<file path="src/rtl/fetch_sequencer_pkg.sv">
// Shared types and constants for the instruction fetch sequencer and its next-PC mux.
package fetch_sequencer_pkg;

    typedef enum logic [1:0] {
        IDLE  = 2'd0,
        FETCH = 2'd1,
        HOLD  = 2'd2,
        DRAIN = 2'd3
    } state_t;

    localparam logic [31:0] RESET_VECTOR_DEF = 32'h0040_0000;
    localparam logic [31:0] EXC_VECTOR_DEF   = 32'h8000_0180;
    localparam logic [31:0] PC_INCR          = 32'd4;

    function automatic logic [31:0] word_align(input logic [31:0] addr);
        return {addr[31:2], 2'b00};
    endfunction

endpackage

</file>
<file path="src/rtl/fetch_sequencer_next_pc_mux.sv">
// Next-PC source select: exception > branch > jump redirect, plus the sequential +4 path.
module next_pc_mux
    import fetch_sequencer_pkg::*;
#(
    parameter logic [31:0] EXC_VECTOR = EXC_VECTOR_DEF
) (
    input  logic [31:0] pc_out,
    input  logic        exception,
    input  logic        branch_taken,
    input  logic [31:0] branch_target,
    input  logic        jump,
    input  logic [31:0] jump_target,
    output logic        redirect,
    output logic [31:0] redirect_target,
    output logic [31:0] seq_pc
);

    assign redirect = exception | branch_taken | jump;
    assign seq_pc   = pc_out + PC_INCR;

    always_comb begin
        redirect_target = word_align(jump_target);
        if (exception) begin
            redirect_target = word_align(EXC_VECTOR);
        end else if (branch_taken) begin
            redirect_target = word_align(branch_target);
        end
    end

endmodule

</file>
<file path="src/rtl/fetch_sequencer.sv">
// Fetch controller: steers program_counter via pc_next and runs req/ack fetches into decode.
//   state | meaning
//   IDLE  | after reset; latch first fetch address from pc_out
//   FETCH | request outstanding at imem_addr
//   HOLD  | fetched word parked for a stalled decode stage
//   DRAIN | redirected mid-fetch; waiting to discard the old ack
module fetch_sequencer
    import fetch_sequencer_pkg::*;
#(
    parameter logic [31:0] RESET_VECTOR = RESET_VECTOR_DEF,
    parameter logic [31:0] EXC_VECTOR   = EXC_VECTOR_DEF
) (
    input  logic        clock,
    input  logic        reset,
    input  logic [31:0] pc_out,
    output logic [31:0] pc_next,
    input  logic        stall,
    input  logic        branch_taken,
    input  logic [31:0] branch_target,
    input  logic        jump,
    input  logic [31:0] jump_target,
    input  logic        exception,
    output logic        imem_req,
    output logic [31:0] imem_addr,
    input  logic        imem_ack,
    input  logic [31:0] imem_rdata,
    output logic        instr_valid,
    output logic [31:0] instr_out,
    output logic [31:0] instr_pc
);

    state_t      state, state_nx;
    logic        redirect;
    logic [31:0] redirect_target;
    logic [31:0] seq_pc;
    logic        load_addr;
    logic        capture;
    logic        valid_nx;
    logic [31:0] addr_nx;

    next_pc_mux #(.EXC_VECTOR(EXC_VECTOR)) u_next_pc_mux (
        .pc_out          (pc_out),
        .exception       (exception),
        .branch_taken    (branch_taken),
        .branch_target   (branch_target),
        .jump            (jump),
        .jump_target     (jump_target),
        .redirect        (redirect),
        .redirect_target (redirect_target),
        .seq_pc          (seq_pc)
    );

    always_comb begin
        state_nx  = state;
        pc_next   = pc_out;
        imem_req  = 1'b0;
        load_addr = 1'b0;
        capture   = 1'b0;
        valid_nx  = 1'b0;
        unique case (state)
            IDLE: begin
                state_nx  = FETCH;
                load_addr = 1'b1;
            end
            FETCH: begin
                imem_req = 1'b1;
                if (imem_ack) begin
                    load_addr = 1'b1;
                    if (redirect) begin
                        pc_next = redirect_target;
                    end else begin
                        capture  = 1'b1;
                        valid_nx = 1'b1;
                        if (stall) begin
                            state_nx = HOLD;
                        end else begin
                            pc_next = seq_pc;
                        end
                    end
                end else if (redirect) begin
                    pc_next  = redirect_target;
                    state_nx = DRAIN;
                end
            end
            HOLD: begin
                if (redirect) begin
                    pc_next   = redirect_target;
                    state_nx  = FETCH;
                    load_addr = 1'b1;
                end else if (!stall) begin
                    pc_next   = seq_pc;
                    state_nx  = FETCH;
                    load_addr = 1'b1;
                end else begin
                    valid_nx = 1'b1;
                end
            end
            DRAIN: begin
                // the old request must still see its ack; only the PC follows redirects
                imem_req = 1'b1;
                if (redirect) begin
                    pc_next = redirect_target;
                end
                if (imem_ack) begin
                    state_nx  = FETCH;
                    load_addr = 1'b1;
                end
            end
            default: state_nx = IDLE;
        endcase
        // pc_next is what pc_out becomes, so it is also the next fetch address
        addr_nx = load_addr ? pc_next : imem_addr;
        if (reset) begin
            pc_next = RESET_VECTOR;
        end
    end

    always_ff @(posedge clock) begin
        if (reset) begin
            state       <= IDLE;
            imem_addr   <= '0;
            instr_valid <= 1'b0;
            instr_out   <= '0;
            instr_pc    <= '0;
        end else begin
            state       <= state_nx;
            imem_addr   <= addr_nx;
            instr_valid <= valid_nx;
            if (capture) begin
                instr_out <= imem_rdata;
                instr_pc  <= imem_addr;
            end
        end
    end

endmodule

</file>
<file path="config.mk">
export PLATFORM = sky130hd
export DESIGN_NAME = fetch_sequencer
export DESIGN_NICKNAME = d
export VERILOG_FILES = /design/src/rtl/fetch_sequencer_pkg.sv /design/src/rtl/fetch_sequencer_next_pc_mux.sv /design/src/rtl/fetch_sequencer.sv
export SDC_FILE = /design/constraint.sdc
export NUM_CORES = 1
export LEC_CHECK = 0
export CAP_MARGIN = 10
export CORE_AREA = 2 2 207 128
export CTS_BUF_LIST = sky130_fd_sc_hd__clkbuf_8
export CTS_CLUSTER_DIAMETER = 150
export CTS_CLUSTER_SIZE = 28
export DETAILED_ROUTE_END_ITERATION = 16
export DIE_AREA = 0 0 209 130
export GPL_TIMING_DRIVEN = 0
export PLACE_DENSITY = 0.61
export SLEW_MARGIN = 20
export SYNTH_ARGS = -nofsm -noshare
export SYNTH_HDL_FRONTEND = slang
export SYNTH_HIERARCHICAL = 1
export SYNTH_SLANG_ARGS = --single-unit
</file>
<file path="constraint.sdc">
create_clock -name clock -period 3.7 [get_ports clock]
set_clock_uncertainty 0.1 [all_clocks]
set_input_delay 1.11 -clock clock [delete_from_list [all_inputs] [get_ports clock]]
set_output_delay 1.11 -clock clock [all_outputs]
set_load 0.02 [all_outputs]
</file>
# --- Word level (Yosys, flattened, before mapping) ---
# Cells that the tools add are included.
classes:
  n_eq_ne: 8
  n_mux: 27
  bitwise_logic: 2
  n_reduce_logical: 3
  addsub: 1
op_table:
  columns: ["op", "n"]
  rows:
  - ["32-bit two-way mux", 7]
  - ["32-bit case mux with 3 select lines", 1]
  - ["32-bit by 3-bit adder with 32-bit output, second input constant", 1]
  - ["2-bit two-way mux", 7]
  - ["3-bit inequality test, second input constant", 4]
  - ["1-bit two-way mux", 9]
  - ["2-bit case mux with 4 select lines", 1]
  - ["5-bit AND reduction", 1]
  - ["2-bit equality test, second input constant", 2]
  - ["1-bit case mux with 3 select lines", 1]
  - ["2-bit by 1-bit equality test with 1-bit output, second input constant", 1]
  - ["2-bit zero test", 1]
  - ["2-bit inequality test, second input constant", 1]
  - ["1-bit bitwise OR", 2]
  - ["1-bit case mux with 2 select lines", 1]
  - ["2-bit OR reduction", 1]
word_totals:
  inputBits: 135
  elab_cells: 46
  ff_bits: 99
  output_inout_bits: 130

# --- Longest topological paths before layout ---
depth:
  word_depth: 6
  ltp_mapped: 9
  ltp_nobuf: 8

# --- By module ---
# Netlist, hierarchy kept.
modules_own_cells:
  columns: ["module", "area_each_um2", "cells_each", "instances", "seq_area_each_um2"]
  rows:
  - ["fetch_sequencer", 5151.2, 624, 1, 1981.9]
  - ["next_pc_mux", 1051.0, 154, 1, 0.0]

# --- Least setup slack after synthesis ---
# OpenSTA, ideal clock, no wires.
synth_timing:
  path_type: "input-to-output"
  start: "input port branch_taken"
  end: "output port pc_next[26]"
  t_arrival_ns: 2.881
  n_path_buf: 4
  cell_stages: 7
  t_required_ns: 2.490
  path_slack_ns: -0.391
  cell_sequence: "clkbuf_1 or3_1 buf_6 buf_4 buf_2 o41a_1 a21oi_1"
synth_between:
  elab_chain_cells: 6
  elab_cells_between_ends: 9
  cone_classes: "7 x mux; 2 x bitwise"
synth_lines:
  columns: ["element", "line_no", "text"]
  rows:
  - ["start, declared", "fetch_sequencer.sv:18", "input logic branch_taken,"]
  - ["1-bit bitwise OR (*) (2 in a row)", "fetch_sequencer_next_pc_mux.sv:18", "assign redirect = exception | branch_taken | jump;"]
  - ["named net redirect", "fetch_sequencer.sv:33", "logic redirect;"]
  - ["32-bit two-way mux (on tied branches)", "fetch_sequencer.sv:80, fetch_sequencer.sv:101, fetch_sequencer.sv:86", null]
  - ["32-bit two-way mux", "fetch_sequencer.sv:67", "if (imem_ack) begin"]
  - ["32-bit case mux with 3 select lines (*)", "fetch_sequencer.sv:60", "unique case (state)"]
  - ["32-bit two-way mux (*)", "fetch_sequencer.sv:113", "if (reset) begin"]
  - ["end, declared", "fetch_sequencer.sv:16", "output logic [31:0] pc_next,"]
# The timed path passes the listed nets; every way through them passes the cells marked *.

# --- Worst setup path after layout ---
layout_timing:
  start: "input port pc_out[5]"
  end: "output port pc_next[31]"
layout_between:
  elab_chain_cells: 6
layout_lines:
  columns: ["element", "line_no", "text"]
  rows:
  - ["start, declared", "fetch_sequencer.sv:15", "input logic [31:0] pc_out,"]
  - ["32-bit by 3-bit adder with 32-bit output (*)", "fetch_sequencer_next_pc_mux.sv:19", "assign seq_pc = pc_out + PC_INCR;"]
  - ["named net seq_pc[31]", "fetch_sequencer.sv:35", "logic [31:0] seq_pc;"]
  - ["32-bit two-way mux (*)", "fetch_sequencer.sv:74, fetch_sequencer.sv:90", null]
  - ["32-bit two-way mux (*)", "fetch_sequencer.sv:86", "if (redirect) begin"]
  - ["32-bit two-way mux", "fetch_sequencer.sv:67", null]
  - ["32-bit case mux with 3 select lines (*)", "fetch_sequencer.sv:60", null]
  - ["32-bit two-way mux (*)", "fetch_sequencer.sv:113", null]
# Marks and branches as above.

==> key figures <==
Setup path
  • CP endpoint kind: output pin
  • Required time worst endpoint: 2.49 ns
  • Worst Path Max Fanout: 5
  • CP cell instances: buf_8 -> nand4_1 -> buf_6 -> nor4_4 -> nand4_1 -> xnor2_2 -> a22oi_2 -> a21oi_4 -> buf_6
  • Worst Path Buf+Inv: 3
  • Setup CP Type: primary input to output pin
  • CP peak stage delay: 0.38 ns
  • Worst path top cell family by delay: simple AND/OR/NAND/NOR gates
  • FF-to-FF Start: state[1]
  • Crit start category: primary input
  • Critical path arrival: 2.85 ns
  • Reg2reg setup slack: 1.13 ns
  • Critical-path top delay cell: nand4_1
  • R2R cell count: 12
  • Critical R2R Capture: imem_addr[17]

Clocking
  • Num CTS Buffers: 9
  • Clock latency on the worst-skew pair: 0.40 ns
  • CTS clk-pin slew, worst paths: 0.11 ns
  • Htree depth: 3
  • CTS root buf: clkbuf_8
  • CTS Buffer Depth: 2
  • Sink Count: 99
  • CTS tree: built

Layout
  • Layout cells sized above 1: 0.260
  • Final Non-Filler Cells: 1,425
  • ANT cells: 0
  • Synth-to-layout area growth: 69.3%
  • Final core utilization: 0.410
  • # nets final: 1,225
  • Fill count: 2,610

Global route
  • All-layer global routing usage: 0.200
  • Vias in the first global route: 6,627
  • Global-route wire length before repair: 41.0 mm
  • Overflow left after global routing: 0
  • Largest net degree at the start of global routing: 20
  • Initial antenna violation count: 1

Routing
  • Via density: 4.90
  • TritonRoute pass-1 iters: 5
  • WL final: 27.6 mm
  • Drt first-iter violations: 410
  • DRC: 0
  • ANT nets after route: 0
  • Total number of vias: 6,982
  • Wire per inst: 19.4 um

Power
  • LEAKAGE: 3.76 nW
  • Sequential power share: 0.379
  • Pwr/cell area: 297 nW/um^2
  • Clock power share: 0.236
  • Cell-internal power: 1.95 mW
  • Logic pwr share: 0.385
  • Max VDD drop: 0.176 mV
  • Sw frac: 0.377
  • Net Switching: 1.18 mW
  • Final Power: 3.12 mW

Logic synthesis
  • Asr flop ratio synth: 0
  • Avg Inst Size Synth: 7.97 um^2
  • Post-synthesis register bit count: 99
  • Number of synthesized flops with an enable pin: 0
  • Dominant synthesized flop cell: dfxtp_1
  • YS warnings: 6
  • Synth Instances: 778
  • Post-Syn Area: 6200 um^2
  • Count of cell types in the netlist: 53
  • Sequential share of the synthesized area: 0.320

Floorplanning
  • DIE AREA: 27,200 um^2
  • Initial Utilization: 0.242
  • Io pins: 265
  • CORE AREA: 25,600 um^2
  • Rows: 46
  • Die Y: 130 um
  • Die Wd: 209 um

Timing
  • Worst hold margin: 0.360 ns
  • Fmax: 246 MHz
  • Worst-Margin Slew: 0.887 ns
  • Final Hold Vio Count: 0
  • Max-slew violations: 0
  • Worst slew margin: 0.409
  • Minimum clock period: 4.06 ns
  • Final period util: 1.10
  • Final Setup Violations: 32
  • Final worst slack: -0.360 ns
  • RSZ-0062 raised after global routing: yes

Placed design
  • Count of input and output buffers: 256
  • Placed insts: 1,371
  • Place WS: -2.02 ns
  • DP HPWL: 20.7 mm
  • GP Congestion: 0.853

Run status
  • Outcome: finished with violations
  • Failing checks: setup timing

Min path
  • Hold Path Depth: 2
  • Hold_sp: instr_pc[30]
  • Hold Path Class: flip-flop to flip-flop
  • Hold Path Sink: instr_pc[30]

Run
  • Max-capacitance violation count: 0
==> power by group through the flow <==
stage               sequential, mW  clock (mW)  combinational [mW]
floorplan                     1.26           0               0.571
global placement              1.21           0                1.13
detailed placement            1.21           0                1.13
CTS                           1.18       0.773                1.19
global route                  1.19       0.810                1.28
finish                        1.18       0.738                1.20
==> per-layer routing <==
layer | global-route usage | part of all wire | up-vias
met5 | 0 | 0.00040 | -
met4 | 0.0345 | 0.0089 | 2
met3 | 0.0575 | 0.085 | 22
met2 | 0.299 | 0.42 | 282
met1 | 0.287 | 0.49 | 3323
li1 | - | - | 3353
==> what timing repair did <==
item                                    in CTS  in global routing
buffers inserted                            32                  7
pin swaps                                   38                 25
endpoints found under the setup margin      33                 32
cloned                                       4                  0
hold buffers                                 0                  0
resized for setup                          360                 40
==> stage by stage <==
step / cell area (um^2) / TNS (ns)
CTS: 10400 / -9.59
global route: 10500 / -9.70
finish: 10500 / -8.05
detailed placement: 9630 / -51.23
global placement: 9630 / -51.08
floorplan: 6650 / -0.595
==> flip-flops by register name, summed over array words and instances (netlist names) <==
signal	flops
imem_addr	32
instr_out	32
instr_pc	32
state	2
instr_valid	1
==> placed cells by master (no fill, tap or decap), drive strengths merged, types with 2 or more instances in the layout <==
master,instances
a31oi,2
clkdlybuf4s15,4
nor3,6
and4,2
dlygate4sd2,4
mux2i,28
nor2b,8
and3,2
a22oi,30
inv,44
xnor2,21
buf,119
or2,2
a311oi,32
nand4,11
nand2,142
o21ai,32
nand2b,2
clkbuf,55
conb,2
dfxtp,99
a21oi,97
nand3,15
o41a,30
nor2,71
a211o,3
a21o,2
xor2,7
ha,6
and2,3
nor4,2
clkdlybuf4s50,193
==> area by class of cell <==
type                    count  area [um^2]  area share
well taps                 336          420      0.0400
clock buffers               9          124      0.0118
plain buffers              70          524      0.0499
multi-input cells         570         4240       0.404
repair buffers            296         3000       0.286
inverters                  38          143      0.0136
clock inverters             7         63.8     0.00608
flip-flops and latches     99         1980       0.189
==> Yosys cell counts, drive strengths merged, types with 15 or more instances <==
library cell	instances	share of area
dfxtp	99	0.32
nand2	142	0.086
clkbuf	38	0.023
nand3	15	0.013
inv	38	0.023
mux2i	28	0.045
a311oi	32	0.075
xnor2	21	0.030
nor2	71	0.044
a21oi	97	0.078
o41a	30	0.054
a22oi	30	0.046
buf	34	0.043
o21ai	32	0.026
==> kinds of logic (layout without fill, tap and decap cells) <==
group | Yosys count | after routing | share of synthesized area
and+or+nand+nor | 269 | 269 | 0.193
AOI/OAI and AO/OA | 237 | 237 | 0.301
buffers and inverters | 110 | 420 | 0.0890
DFF | 99 | 99 | 0.320
xor gates and xnor gates | 28 | 28 | 0.0395
muxes | 28 | 28 | 0.0452
adders and majority gates | 6 | 6 | 0.0121
other | 1 | 2 | 0.000605
==> tightest hold or removal path, cell delays in order, from the launching register on <==
cell     delay, ns
dfxtp_1       0.32
nand2_1       0.05
a21oi_1       0.05
==> how the worst max path moves through the flow <==
stage,start,endpoint,cells past startpoint
floorplan,branch_taken,pc_next[26],7
global placement,pc_out[2],pc_next[31],8
detailed placement,pc_out[2],pc_next[31],8
CTS,exception,pc_next[24],11
global route,pc_out[26],pc_next[31],8
finish,pc_out[5],pc_next[31],9
Power figures use the tool's default switching activity.
